--- src/rtl/regfile_mport.sv ---
// regfile_mport: NRD-read / 1-write register file, one RAM copy per read port,
// zeroed by a clear sweep after reset. Define REGFILE_MPORT_FWD_EN for write-to-read forwarding.
module regfile_mport #(
    parameter int DW  = 32,
    parameter int AW  = 4,
    parameter int NRD = 3
) (
    input  logic              clk,
    input  logic              rst,
    input  logic              wr,
    input  logic [AW-1:0]     wa,
    input  logic [DW-1:0]     din,
    input  logic [NRD*AW-1:0] ra,
    output logic [NRD*DW-1:0] dout,
    output logic              busy
);
    localparam int DEPTH = 2**AW;
    localparam logic [AW-1:0] LAST = {AW{1'b1}};

    typedef enum logic {CLEAR, RUN} state_t;

    state_t        state, state_d;
    logic [AW-1:0] cnt, cnt_d;
    logic          busy_d;
    logic          mem_we;
    logic [AW-1:0] mem_wa;
    logic [DW-1:0] mem_wd;

    // Shared write port: the clear sweep owns it while in CLEAR.
    always_comb begin
        // NOTE: every combinational output gets a default first so no latch is inferred.
        state_d = state;
        cnt_d   = cnt;
        busy_d  = busy;
        mem_we  = 1'b0;
        mem_wa  = wa;
        mem_wd  = din;
        case (state)
            CLEAR: begin
                mem_we = 1'b1;
                mem_wa = cnt;
                mem_wd = '0;
                cnt_d  = cnt + 1'b1;
                if (cnt == LAST) begin
                    state_d = RUN;
                    busy_d  = 1'b0;
                end
            end
            RUN: begin
                mem_we = wr;
                busy_d = 1'b0;
            end
            default: state_d = CLEAR;
        endcase
        if (rst) mem_we = 1'b0;
    end

    always_ff @(posedge clk) begin
        if (rst) begin
            state <= CLEAR;
            cnt   <= '0;
            busy  <= 1'b1;
        end else begin
            // NOTE: sequential state uses non-blocking assignments so every flop samples pre-edge values.
            state <= state_d;
            cnt   <= cnt_d;
            busy  <= busy_d;
        end
    end

    for (genvar k = 0; k < NRD; k++) begin : g_port
        logic [DW-1:0] mem [DEPTH];
        logic [DW-1:0] rd_q;

        // NOTE: the array has no reset (block RAM cannot be reset); the clear sweep zeroes it instead.
        always_ff @(posedge clk) begin
            if (mem_we) mem[mem_wa] <= mem_wd;
        end

        // Same-edge write is not visible here: the read samples the old word.
        always_ff @(posedge clk) begin
            if (rst || state == CLEAR) rd_q <= '0;
            else                       rd_q <= mem[ra[k*AW +: AW]];
        end

`ifdef REGFILE_MPORT_FWD_EN
        logic          byp_q;
        logic [DW-1:0] byp_data;

        always_ff @(posedge clk) begin
            if (rst || state == CLEAR) begin
                byp_q <= 1'b0;
            end else begin
                byp_q    <= wr && (wa == ra[k*AW +: AW]);
                byp_data <= din;
            end
        end

        assign dout[k*DW +: DW] = byp_q ? byp_data : rd_q;
`else
        assign dout[k*DW +: DW] = rd_q;
`endif
    end
endmodule

--- config.mk ---
export PLATFORM = sky130hd
export DESIGN_NAME = regfile_mport
export DESIGN_NICKNAME = d
export VERILOG_FILES = /design/src/rtl/regfile_mport.sv
export SDC_FILE = /design/constraint.sdc
export NUM_CORES = 1
export LEC_CHECK = 0
export CORE_ASPECT_RATIO = 1.4
export CORE_UTILIZATION = 40
export CTS_CLUSTER_DIAMETER = 150
export DETAILED_ROUTE_END_ITERATION = 8
export PLACE_DENSITY = 0.67
export SLEW_MARGIN = 15
export SYNTH_ARGS = -nofsm -noshare
export SYNTH_HDL_FRONTEND = slang
export SYNTH_SLANG_ARGS = --single-unit
--- constraint.sdc ---
create_clock -name clk -period 3.6 [get_ports clk]
set_clock_uncertainty 0.15 [all_clocks]
set_input_delay 0.72 -clock clk [delete_from_list [all_inputs] [get_ports clk]]
set_output_delay 0.72 -clock clk [all_outputs]
set_load 0.03 [all_outputs]
==> flow_metrics.tcl <==
set metrics [dict create \
    core-area_um2 76900 \
    die-height_um 332 \
    critical_path.endpoint "dout[64]" \
    crit_type "reg2out" \
    hold_path_class "reg2reg" \
    crit_fanout 1 \
    worst-slew-pin-transition_ns 1.04 \
    floorplan.die_area_um2 79100 \
    first_pass_grt_wire_length_mm 155 \
    postCtsHoldBufs 0 \
    layout-area-overhead-vs-synth_pct 17.2 \
    tritoncts "done" \
    postSynth.topFlopCell "edfxtp_1" \
    layout.nets 2471 \
    final_period_minus_worst_setup_slack_ns 2.70 \
    postCtsSetupBuffers 0 \
    setup.reg_to_reg.worst_slack_ns 0.95 \
    post_route_cells_drive_above_1_share 0.133 \
    power.ir.vdd_worst_uv 305 \
    slew_headroom 0.305 \
    startpoint_types "register" \
    hold_violations 0 \
    count_of_mapped_cells_out_of_synthesis 2293 \
    clock_tree.buffer_depth 3 \
    synthDistinctLibCells 40 \
    synth_edf_count 512 \
    hold_ws_ns 0.356 \
    timing.critical_path.buf_inv 1 \
    cts_root_buffer "clkbuf_16" \
    insertion_delay_ns 0.63 \
    antenna_found_initial 3 \
    worst_ep_arrival_time_ns 1.83 \
    largest_net_degree_at_the_start_of_global_routing 53 \
    detailedRoute.firstIterationViolations 2338 \
    synth.yosys.seq_area_share 0.559 \
    postSynthAreaPerCell_um2 13.6 \
    achievable-frequency_mhz 370 \
    dpl.hpwl_mm 70.8 \
    required_time_of_the_critical_path_ns 2.73 \
    initial_util 0.406 \
    boundaryPins 148 \
    max_transition_viols_final 0 \
    total_leakage_power_uw 0.0138 \
    grt.overflow.total 0 \
    finalWirelength_mm 110 \
    portBuffers 147 \
    end_kind "primary output" \
    synth_seq_cells 614 \
    route.antenna.remaining_nets 0 \
    place.gp.congestion 0.926 \
    critical_path.startpoint "g_port[2].rd_q[0]" \
    h-tree-depth 3 \
    synthArstFlopShare 0 \
    first_pass_iters 6 \
    worst_path_max_delay_cell "clkdlybuf4s50_1" \
    powerDensity_nw_per_um2 446 \
    synthesis.nets 2345 \
    cp_cell_sequence "clkdlybuf4s50_1" \
    routedWlPerCell_um 31.3 \
    status "finished, final reports clean" \
    mappedNetlistArea_um2 31200 \
    setup_repair_after_global_routing_missed_its_margin "no" \
    timing.rr.start "state" \
    number_of_buffers_added_by_the_clock_tree_synthesis_step 66 \
    timing.critical_path.slowest_cell_delay_ns 0.74 \
    cts_repair_resize_count 0 \
    worstHoldPathCells 2 \
    core.rowCount 120 \
    setup_viol_count_final 0 \
    detailroute.via_count 22000 \
    drc_errors 0 \
    max_cap_violations 0 \
    clock_transition_at_the_registers_of_the_reported_paths_ns 0.06 \
    post_drt_via_cell_ratio 6.28 \
    crit_cells 1 \
    grt_util_all_layers 0.273 \
    tns_ns 0 \
    die_w_um 238 \
    terminus_of_the_critical_flop_to_flop_path "g_port[1].rd_q[14]" \
    cts.sink_count 614 \
    finalCritPeriodShare 0.751 \
    rr_worst_depth 4 \
    placement.setup.worst_slack_ns 0.422 \
    synth.yosys.warnings 0 \
    setup_ws_ns 0.896 \
    cell_family_with_the_largest_share_of_critical_path_delay "buffers and inverters" \
    via_count_of_the_first_global_routing_pass 22600 \
]
[sequential cells by signal, summed over array words and instances (netlist names)]
name and flops:
busy 1, cnt 4, g_port.mem 512, g_port.rd_q 96, state 1
[synthesized netlist by cell type, types with 2 or more instances]
cell	n	area share
mux2i_1	650	0.21
edfxtp_1	512	0.49
a22oi_1	324	0.078
dfxtp_1	102	0.066
nand3_1	96	0.015
nand2_1	76	0.0092
o21ai_0	64	0.010
buf_4	59	0.014
mux2_2	56	0.020
clkbuf_1	46	0.0055
buf_2	41	0.0066
nor2b_1	38	0.0076
and2_1	36	0.0072
nor2_1	30	0.0036
o22ai_1	28	0.0056
o31ai_1	28	0.0067
mux4_2	26	0.019
buf_1	24	0.0029
buf_6	14	0.0051
nand2b_1	7	0.0014
buf_12	6	0.0039
mux4_1	5	0.0042
o21ai_1	4	0.00064
a21oi_1	2	0.00032
a31oi_1	2	0.00040
inv_1	2	0.00024
nor3_1	2	0.00032
[worst min-delay path: cells and delay by family, from the launching register on]
| family | cells | cell delay, ns |
|---|---|---|
| flip-flops | 1 | 0.34 |
| AND/OR/NAND/NOR | 2 | 0.13 |
[where the power goes]
group          switching [µW]  internal [µW]
Clock                    2870           4230
Sequential               46.8           7680
Combinational             870            597
[logic make-up after synthesis]
| kind of cell | count (synthesis) | synth area share |
|---|---|---|
| simple gates | 288 | 0.0454 |
| xor+xnor | 2 | 0.000562 |
| mux | 738 | 0.253 |
| flops | 614 | 0.559 |
| fa+ha+maj | 1 | 0.000401 |
| buf+inv | 194 | 0.0390 |
| compound gates | 456 | 0.103 |
[metal layers]
metal / routed length (µm) / GRT usage
met1: 39700 / 0.322
met2: 51600 / 0.441
met3: 9140 / 0.0470
met4: 9310 / 0.215
met5: 13 / 0
[stage by stage]
stage / instances / utilization / total power, µW / cell area [µm²]
final: 3509 / 0.475 / 16300 / 36500
after global routing: 3507 / 0.475 / 16700 / 36500
after CTS: 3507 / 0.475 / 16300 / 36500
after detailed placement: 3388 / 0.446 / 9310 / 34300
after global placement: 3388 / 0.446 / 9280 / 34300
after floorplan: 2293 / - / 8820 / 31200
[cell usage in the layout, fill, tap and decap left out, types with 43 or more instances in the layout]
cell type,n
a22oi_1,324
buf_12,43
buf_4,60
clkbuf_16,72
clkdlybuf4s50_1,142
dfxtp_1,101
edfxtp_1,512
mux2_2,56
mux2i_1,650
nand2_1,76
nand3_1,96
o21ai_0,64
[worst min path at each step]
stage | endpoint | from
floorplan | cnt[0] | cnt[0]
global placement | busy | busy
detailed placement | busy | busy
CTS | busy | busy
global route | busy | busy
finish | busy | busy
[area by class of cell]
cell class | count | area (µm²)
Fill cell | 6669 | 40400
Multi-Input combinational cell | 1485 | 12700
Sequential cell | 614 | 17400
Timing Repair Buffer | 250 | 2790
Tap cell | 1037 | 1300
Inverter | 2 | 7.51
Clock inverter | 23 | 255
Antenna cell | 2 | 5.00
Clock buffer | 96 | 2000
No activity file was read; power rests on OpenSTA's default activity.
